<file path="src/rtl/regfile.sv">
// regfile: 32 x WIDTH MIPS general-purpose register file.
// Two combinational operand read ports (rs -> ALU a, rt -> ALU b / imm mux),
// one write port committed on the rising clock edge, and a debug read port
// that always shows committed architectural state. Entry 0 is hard-wired
// to zero. Optional write-through forwarding on the operand ports only.
module regfile #(
    parameter int WIDTH  = 32,
    parameter bit BYPASS = 1'b0
) (
    input  logic             clk,
    input  logic             rst,
    input  logic [4:0]       read1,
    input  logic [4:0]       read2,
    input  logic [4:0]       dbg_read,
    input  logic             regwrite,
    input  logic [4:0]       wrreg,
    input  logic [WIDTH-1:0] wrdata,
    output logic [WIDTH-1:0] data1,
    output logic [WIDTH-1:0] data2,
    output logic [WIDTH-1:0] dbg_data
);

    // Architectural storage. Entry 0 is cleared by reset and never written,
    // so it stays zero; the read muxes also force address 0 to zero.
    logic [WIDTH-1:0] regs_r [0:31];

    logic             fwd1_s;
    logic             fwd2_s;
    logic [WIDTH-1:0] data1_s;
    logic [WIDTH-1:0] data2_s;
    logic [WIDTH-1:0] dbg_data_s;

    // Read-port selection: reset and address 0 force zero, a forwarded
    // write wins next, otherwise the committed entry is returned.
    function automatic logic [WIDTH-1:0] port_mux(
        input logic             rst_i,
        input logic [4:0]       addr,
        input logic             fwd,
        input logic [WIDTH-1:0] stored,
        input logic [WIDTH-1:0] wdata
    );
        logic [WIDTH-1:0] result;
        if (rst_i) begin
            result = {WIDTH{1'b0}};
        end else if (addr == 5'd0) begin
            result = {WIDTH{1'b0}};
        end else if (fwd) begin
            result = wdata;
        end else begin
            result = stored;
        end
        return result;
    endfunction

    // Write port: async clear of every entry, otherwise commit a non-zero
    // destination when write enable is set.
    always_ff @(posedge clk or posedge rst) begin
        if (rst) begin
            for (int i = 0; i < 32; i++) begin
                regs_r[i] <= {WIDTH{1'b0}};
            end
        end else if (regwrite && (wrreg != 5'd0)) begin
            regs_r[wrreg] <= wrdata;
        end else begin
            regs_r[0] <= {WIDTH{1'b0}};
        end
    end

    // Forwarding hits: only built when BYPASS is enabled, never for r0.
    always_comb begin
        fwd1_s = 1'b0;
        fwd2_s = 1'b0;
        if (BYPASS == 1'b1) begin
            fwd1_s = regwrite && (wrreg != 5'd0) && (wrreg == read1);
            fwd2_s = regwrite && (wrreg != 5'd0) && (wrreg == read2);
        end else begin
            fwd1_s = 1'b0;
            fwd2_s = 1'b0;
        end
    end

    // Combinational read muxes; the debug port never forwards.
    always_comb begin
        data1_s    = {WIDTH{1'b0}};
        data2_s    = {WIDTH{1'b0}};
        dbg_data_s = {WIDTH{1'b0}};
        data1_s    = port_mux(rst, read1,    fwd1_s, regs_r[read1],    wrdata);
        data2_s    = port_mux(rst, read2,    fwd2_s, regs_r[read2],    wrdata);
        dbg_data_s = port_mux(rst, dbg_read, 1'b0,   regs_r[dbg_read], wrdata);
    end

    assign data1    = data1_s;
    assign data2    = data2_s;
    assign dbg_data = dbg_data_s;

endmodule

</file>
<file path="config.mk">
export PLATFORM = sky130hd
export DESIGN_NAME = regfile
export DESIGN_NICKNAME = d
export VERILOG_FILES = /design/src/rtl/regfile.sv
export SDC_FILE = /design/constraint.sdc
export NUM_CORES = 2
export LEC_CHECK = 0
export ABC_AREA = 1
export CAP_MARGIN = 15
export CORE_MARGIN = 4
export CORE_UTILIZATION = 40
export CTS_BUF_LIST = sky130_fd_sc_hd__clkbuf_8
export DETAILED_ROUTE_END_ITERATION = 12
export HOLD_SLACK_MARGIN = 0.05
export SYNTH_ARGS = -nofsm -noshare
export SYNTH_HDL_FRONTEND = slang
export SYNTH_SLANG_ARGS = --single-unit
</file>
<file path="constraint.sdc">
create_clock -name clk -period 85 [get_ports clk]
set_clock_uncertainty 0.2 [all_clocks]
set_input_delay 17 -clock clk [delete_from_list [all_inputs] [get_ports clk]]
set_output_delay 17 -clock clk [all_outputs]
set_load 0.01 [all_outputs]
</file>
## Word-level counts from Yosys, hierarchy flattened

Index checks and enable logic that the tools add are counted.

- Flip-flop bits (word level): 1024
- Latch bits: 0
- Bits in writable memories: 0
- Memory bits (read-only): 0
- Word-level logic and storage cells: 66
- Memories: 0

- Add/sub/neg operators: 0
- $mul: 0
- Divide/modulo/power cells: 0
- Magnitude comparators: 5
- Equal/unequal tests: 0
- Shifts and indexed selects: 0
- Mux-type cells: 19
- Bitwise gates (word level): 4
- Reductions and logical operators: 6

Operators with widths:

| kind | number |
|---|---|
| bitwise mux 1024 bit | 1 |
| binary-select mux 32 bit (select 5 bit) | 3 |
| 2-to-1 mux 32 bit | 14 |
| demux 32 bit (select 5 bit) | 1 |
| >= comparator 6 bit, second input constant | 4 |
| inverter 5 -> 6 bit | 4 |
| logical NOT 5 bit | 3 |
| less-than comparator 6 x 1 -> 1 bit, second input constant | 1 |
| nonzero test 5 bit | 1 |
| logical AND 1 bit | 2 |

## Logic depth before layout (Yosys ltp)

- Word-level depth: 7
- Gate-level depth with buffers: 12

## Worst setup path after synthesis

OpenSTA, ideal clock, no wires.

- Path kind: input -> output
- Start point: input rst
- End point: output dbg_data[10]
- Arrival time: 40.947 ns
- Setup slack: 26.853 ns
- Cell stages on the path: 6
- Path buffers: 1
- Cells stage by stage: inv_1 -> o21ai_0 -> inv_1 -> buf_1 -> nand2_1 -> nor2_1

- Longest elaborated chain between the ends: 1

Ends and longest elaborated chain:

| item | line | source |
|---|---|---|
| start: declaration | 11 | `input logic rst,` |
| 2-to-1 mux 32 bit | 43 | `if (rst_i) begin` |
| end: declaration | 20 | `output logic [WIDTH-1:0] dbg_data` |

No other way between the ends.

## Worst setup path after layout

- Start point: input read1[0]
- End point: output data1[13]

- Longest elaborated chain between the ends: 6

Ends and longest elaborated chain:

| item | line | source |
|---|---|---|
| start: declaration | 12 | `input logic [4:0] read1,` |
| inverter 5 -> 6 bit (implied by the code) | 87 | `data1_s = port_mux(rst, read1, fwd1_s, regs_r[read1], wrdata);` |
| binary-select mux 32 bit (select 5 bit) | 87 |  |
| 2-to-1 mux 32 bit (implied by the code) (2 in series) | 87 |  |
| 2-to-1 mux 32 bit (*) | 45 | `end else if (addr == 5'd0) begin` |
| 2-to-1 mux 32 bit (*) | 43 |  |
| end: declaration | 18 | `output logic [WIDTH-1:0] data1,` |

Every way passes the cells marked *; elsewhere a longest branch is shown, timed or not. The select of a mux whose other input is x is not followed.

==> qor.yml <==
dp_worst_setup_slack_ns: 46.44
synth_nets: 11166
number_of_cells_traversed_by_the_worst_register_to_register_path: 2
netSwitchingFraction_pct: 37.07
worst-endpoint-required_ns: 67.80
power_density_nw_per_um2: 21.02
floorplan.initialDensity_pct: 40.19
post_synth_fa_ha_maj_area_fraction_pct: 0
final_hpwl_from_detailed_placement_um: 171800
first_pass_grt_wire_length_um: 476300
maxSlewViolCount: 0
clk_latency_ns: 0.97
detail_route.iter0.violations: 10886
p_clk_share_pct: 32.2
min_from: "regs_r[367]"
worst-r2r-setup-slack_ns: 84.01
critical_path_launch_point_type: "primary input"
worstMarginPinSlew_ns: 1.320
power_leakage_uw: 0.03829
chipHeight_um: 422.9
post-cts-setup-buffers: 0
cts_sinks: 1024
final_antenna_net_count: 0
final_report_hold_violation_count: 0
fp.coreArea_sq_um: 171400
drt-total-wl_um: 322800
largest_reg_flops: 1024
synth.cell_area_sq_um: 68860
setup-violations-final: 0
reg2reg_to: "regs_r[263]"
synth_compound_gate_area_share_pct: 9.325
ctsHtreeMaxLevel: 4
synth_top_family_by_area: "simple AND/OR/NAND/NOR gates"
largestRegisters: "regs_r (1024)"
floorplan.die.width_um: 422.9
grt_start_max_net_pins: 163
yosys_most_used_dff: "sky130_fd_sc_hd__dfrtp_1"
finalWorstPathRequiredPeriod_ns: 38.80
synth_mux_area_share_pct: 0
netlist_instances: 11111
share_of_synthesized_area_occupied_by_flip_flops_and_latches_pct: 37.21
drt-pass1-iter-count: 7
post_synth_and_or_nand_nor_area_fraction_pct: 42.63
synth_seq_cells: 1024
power_frac_seq_pct: 39.5
arrival_ns: 21.60
whs_endpoint: "regs_r[367]"
postSynthAreaPerCell_sq_um: 6.198
wl_per_cell_um: 24.58
path_clk_slew_ns: 0.06
die-area_sq_um: 178900
detail_route.wirelength.met1_um: 119900
cts-resized-gates: 0
postCtsHoldBufs: 0
tritoncts.num_buffers: 185
criticalPathCategory: "primary input to output pin"
route.top_layer_used: "met5"
max_clock_freq_mhz: 25.77
p_sw_uw: 586.1
post_route_cells_drive_above_1_share_pct: 4.725
finalNetCount: 10718
cp_max_fo: 162
synth_edf_count: 0
rsz_0062_raised_after_global_routing: "false"
max-vdd-ir-drop_v: 0.00001655
p_int_uw: 994.9
initial_antenna_violation_count: 16
async_reset_ff_share_pct: 100.0
routed_via_density: 5.918
detailroute.wirelength.met2_um: 133000
synth-xor-area-share_pct: 0
finalWeightedCongestion: 0.8863
layout_worst_path_cycle_share_pct: 45.65
run_status: "finished clean"
max_cap_viol_count: 0
clock_tree.buffer_depth: 3
design.portCount: 151
areaGrowthSynthToFinish_pct: 9.218
layout.filler_cells: 17854
route.vias.total: 77711
ctsRootBufferMaster: "sky130_fd_sc_hd__clkbuf_8"
ys_warn_count: 0
placement_rows: 152
slew_headroom_pct: 12.00
worst_setup_path_end_kind: "output pin"
top_register: "regs_r"
grt_use_total_pct: 35.01
min_delay_path_depth: 2
route.detailed.drc: 0
worst_r2r_startpoint: "regs_r[263]"
place.port_buffers: 150
combPwrFrac_pct: 28.2
globalRouteOverflowTotal: 0
number_of_global_route_vias_before_repair: 73432
route.met3.wl_um: 41610
setup_tns_ns: 0
final.setup.worst_slack_ns: 46.20
number_of_distinct_library_cells_after_synthesis: 18
clock_tree_from_tritoncts: "built"
worstHoldPathType: "register to register"
## worst max-delay path, cell delays in order
cell and delay (ns):
sky130_fd_sc_hd__buf_8 0.21, sky130_fd_sc_hd__buf_12 0.59, sky130_fd_sc_hd__buf_4 0.95, sky130_fd_sc_hd__buf_4 0.92, sky130_fd_sc_hd__nand2_1 0.14, sky130_fd_sc_hd__nand3_1 0.12
sky130_fd_sc_hd__nand3_1 0.10, sky130_fd_sc_hd__nand3_1 0.13, sky130_fd_sc_hd__nand3_1 0.39, sky130_fd_sc_hd__nand2_1 0.18, sky130_fd_sc_hd__nor2_1 0.08, sky130_fd_sc_hd__clkdlybuf4s50_1 0.52
## per-layer routing
metal / global-route usage [%] / vias up
met3: 9.761 / 1462
met2: 51.88 / 5631
li1: - / 34727
met5: 0 / -
met4: 25.88 / 19
met1: 43.52 / 35872
## metrics by stage
| stage | cell area (sq um) | power, uW | utilization, % | hold slack (ns) | std cells |
|---|---|---|---|---|---|
| finish | 75210 | 1581 | 43.89 | 0.2813 | 13131 |
| global route | 75200 | 1675 | 43.88 | 0.2964 | 13126 |
| CTS | 75160 | 1575 | 43.86 | 0.2866 | 13122 |
| floorplan | 68860 | 939.1 | - | 0.2530 | 11111 |
| detailed placement | 71160 | 1065 | 41.53 | 0.2724 | 12783 |
| global placement | 71160 | 1053 | 41.53 | 0.2663 | 12783 |
## cells in the mapped netlist, types with 4 or more instances
cell                       count  area share [%]
sky130_fd_sc_hd__o211ai_1    192             2.1
sky130_fd_sc_hd__nand2_2       4           0.036
sky130_fd_sc_hd__nor2_2        4           0.036
sky130_fd_sc_hd__buf_1        95            0.52
sky130_fd_sc_hd__nor2_1      227             1.2
sky130_fd_sc_hd__dfrtp_1    1024              37
sky130_fd_sc_hd__nand2_1    4070              22
sky130_fd_sc_hd__nand3_1    2594              19
sky130_fd_sc_hd__buf_2        53            0.39
sky130_fd_sc_hd__clkbuf_1    772             4.2
sky130_fd_sc_hd__o21ai_0     995             7.2
sky130_fd_sc_hd__nor3_1        8           0.058
sky130_fd_sc_hd__inv_1      1044             5.7
sky130_fd_sc_hd__inv_2         4           0.022
sky130_fd_sc_hd__or2_2        20            0.18
## layout by cell type, fill, tap and decap left out, drive strengths merged, types with 5 or more instances in the layout
master | netlist | final
nand2 | 4074 | 4074
nand3 | 2594 | 2594
inv | 1048 | 1095
dfrtp | 1024 | 1024
o21ai | 995 | 995
clkbuf | 772 | 253
nor2 | 231 | 231
o211ai | 192 | 192
buf | 148 | 150
clkdlybuf4s50 | 0 | 135
clkinv | 1 | 30
or2 | 20 | 20
nor3 | 8 | 8
diode | 0 | 6
bufinv | 0 | 5
clkinvlp | 0 | 5
## worst max path at each step
stage	endpoint	cells past startpoint	start	slack, ns
2_1_floorplan	dbg_data[10]	6	rst	26.85
3_3_place_gp	data1[13]	12	read1[0]	46.42
3_5_place_dp	data1[13]	12	read1[0]	46.44
4_1_cts	data1[13]	12	read1[0]	46.44
5_1_grt	data1[13]	12	read1[0]	46.21
6_report	data1[13]	12	read1[0]	46.20
## final cells by class
class                      instances  area (sq um)  area share, %
clock buffer                     253          3482          4.630
inverter                        1049          4024          5.350
clock inverter                    86         515.5         0.6854
tap                             2310          2890          3.843
timing repair buffer             285          2661          3.539
multi-input combinational       8118         36000          47.86
antenna                            6         15.01        0.01996
sequential                      1024         25620          34.07
## power groups by stage
| stage | Combinational [uW] | Clock [uW] | Sequential [uW] |
|---|---|---|---|
| floorplan | 316 | 0 | 623 |
| global placement | 424 | 0 | 629 |
| detailed placement | 434 | 0 | 631 |
| CTS | 436 | 516 | 623 |
| global route | 503 | 538 | 635 |
| finish | 446 | 510 | 625 |
## cell families (layout without fill, tap and decap cells)
| logic type | after synthesis | after routing |
|---|---|---|
| and+or+nand+nor | 6931 | 6931 |
| other | 0 | 6 |
| DFF | 1024 | 1024 |
| buffers and inverters | 1969 | 1673 |
| AOI/OAI and AO/OA | 1187 | 1187 |
Power figures use the tool's default switching activity.
==> patch, RTL diff (same flow settings) <==
The parameter `WIDTH` goes from 32 to 24. Comments in the files are not updated.
--- a/src/rtl/regfile.sv
+++ b/src/rtl/regfile.sv
@@ -6,3 +6,3 @@
 module regfile #(
-    parameter int WIDTH  = 32,
+    parameter int WIDTH  = 24,
     parameter bit BYPASS = 1'b0
Interface: changed (resized data1, data2, dbg_data and wrdata); port bits go from 151 to 119. The function was not compared with the original's and may differ.
==> patch against the unedited design <==
- sequential cell count decreased by 256
- hold slack is essentially flat
- synthesized area down 24%
- sequential share of layout area is 0.069 points higher
- largest power group unchanged
- first-iteration DRC count is 24% lower
- clock power fell by 27%
- setup slack got worse by 0.049 ns
- combinational power decreased by 25%
- synthesized cell count is 25% lower
- power down 26%
- maximum frequency is 0.13% lower
- routed wire length shrank 26%
- largest cell class unchanged
- cell area decreased by 25%
- highest routed layer unchanged
==> patch: results (changes against the unedited design) <==
global_route:
  grt_pass1_vias: 54100  # -26%
  grt_max_degree: 155  # -4.9%
  antenna_found_initial: 18  # +2
  grt_pass1_wl_um: 350000  # -26%
  groute.usage.overall_pct: 33.9  # -1.1 points
synth:
  synth_xor_area_share_pct: 0  # unchanged
  avgSynthCellArea_um2: 6.23  # +0.50%
  yosysUniqueCellTypes: 18  # unchanged
  ys_top_cells_by_area: "dfrtp_1, nand2_1, nand3_1"
  ys_seq_area_share_pct: 36.9  # -0.31 points
  synth_common_cells: "nand2_1, nand3_1, inv_1"
  synth_warnings: 0  # unchanged
  syn_nets: 8409  # -25%
  synth_compound_area_share_pct: 9.25  # -0.071 points
setup_path:
  rr_startpoint: "regs_r[565]"
  reg2reg_slack_ns: 84.02  # about the same
  cp_max_fo: 66  # -59%
  regToRegEndpoint: "regs_r[565]"
  endpoint: "data2[12]"
  startpoint: "read2[1]"
min_path:
  hp-class: "reg2reg"
  holdCritStartpoint: "regs_r[694]"
  hold_end: "regs_r[694]"
timing:
  fin_crit_sh_pct: 45.7  # +0.058 points
  worstMarginPinSlew_ns: 1.26  # -0.0631 ns
  holdWs_ns: 0.282  # +0.000451 ns
routing:
  wirelength_um: 238000  # -26%
  drt_iter0_markers: 8260  # -24%
  wl_per_cell_um: 24.1  # -2.1%
  vias: 58200  # -25%
finish:
  drive_gt1_share_pct: 4.57  # -0.15 points
  nets: 8064  # -25%
  multi_input_area_um2: 27100  # -25%
  num-fill-cells: 13800  # -23%
  reg.largest.list: "regs_r x768"
placed_design:
  dpl-instance-area_um2: 53400  # -25%
  portBuffers: 118  # -21%
  dpl_worst_slack_ns: 46.45  # +0.00710 ns
  dp_cells: 9615  # -25%
  gp_congestion: 0.893  # +0.77%
  hpwl_um: 129000  # -25%
power:
  p_leak_nw: 28.7  # -25%
  vdd_drop_max_mv: 0.0184  # +11%
  switching_power_w: 0.000443  # -24%
outcome:
  status: "finished clean"
clocking:
  cts_buffers: 142  # -23%
  clk_pin_slew_ns: 0.05
  root_buffer: "clkbuf_8"
  clockBufferDepth: 3  # unchanged
  clk_latency_ns: 0.89  # -0.08 ns
-- patch: changes by cell type in the layout (fill, tap and decap cells not counted), sizes merged, moves of 3 or more --
cell	unedited run	this run
o211ai	192	144
clkdlybuf4s50	135	103
clkbuf	253	180
o21ai	995	747
nand3	2594	1947
nand2	4074	3060
buf	150	105
clkinv	30	10
or2	20	17
inv	1095	842
nor2	231	174
dfrtp	1024	768
-- patch: routing by layer --
| layer | track usage (%) | share of wire (%) | up-vias |
|---|---|---|---|
| met5 | 0 | 0.088 | - |
| li1 | - | - | 26100 |
| met4 | 17.8 | 5.9 | 10 |
| met2 | 49.9 | 41 | 4168 |
| met1 | 44.7 | 39 | 27100 |
| met3 | 10.4 | 14 | 849 |
-- patch: layout make-up --
cell class | instances | area share, %
Antenna cell | 8 | 0.0356
Sequential cell | 768 | 34.1
Tap cell | 1742 | 3.87
Inverter | 793 | 5.39
Timing Repair Buffer | 211 | 3.45
Multi-Input combinational cell | 6101 | 48.1
Clock buffer | 177 | 4.33
Clock inverter | 65 | 0.691
-- patch: cells by family after synthesis --
logic type	after synthesis
and+or+nand+nor	5210
AOI/OAI and AO/OA	891
DFF	768
buffers and inverters	1493
-- patch: critical path: stages --
cell	delay, ns
clkbuf_8	0.35
inv_8	0.58
buf_4	0.95
buf_4	0.57
nand3_1	0.15
nand3_1	0.09
nand3_1	0.09
nand3_1	0.10
nand2_1	0.06
nor2_1	0.89
clkdlybuf4s50_1	0.72
-- patch: power groups by stage --
stage	combinational [W]	sequential (W)	clock, W
2_1_floorplan	0.000238	0.000467	0
3_3_place_gp	0.000320	0.000472	0
3_5_place_dp	0.000326	0.000473	0
4_1_cts	0.000328	0.000468	0.000375
5_1_grt	0.000378	0.000476	0.000392
6_report	0.000336	0.000469	0.000371
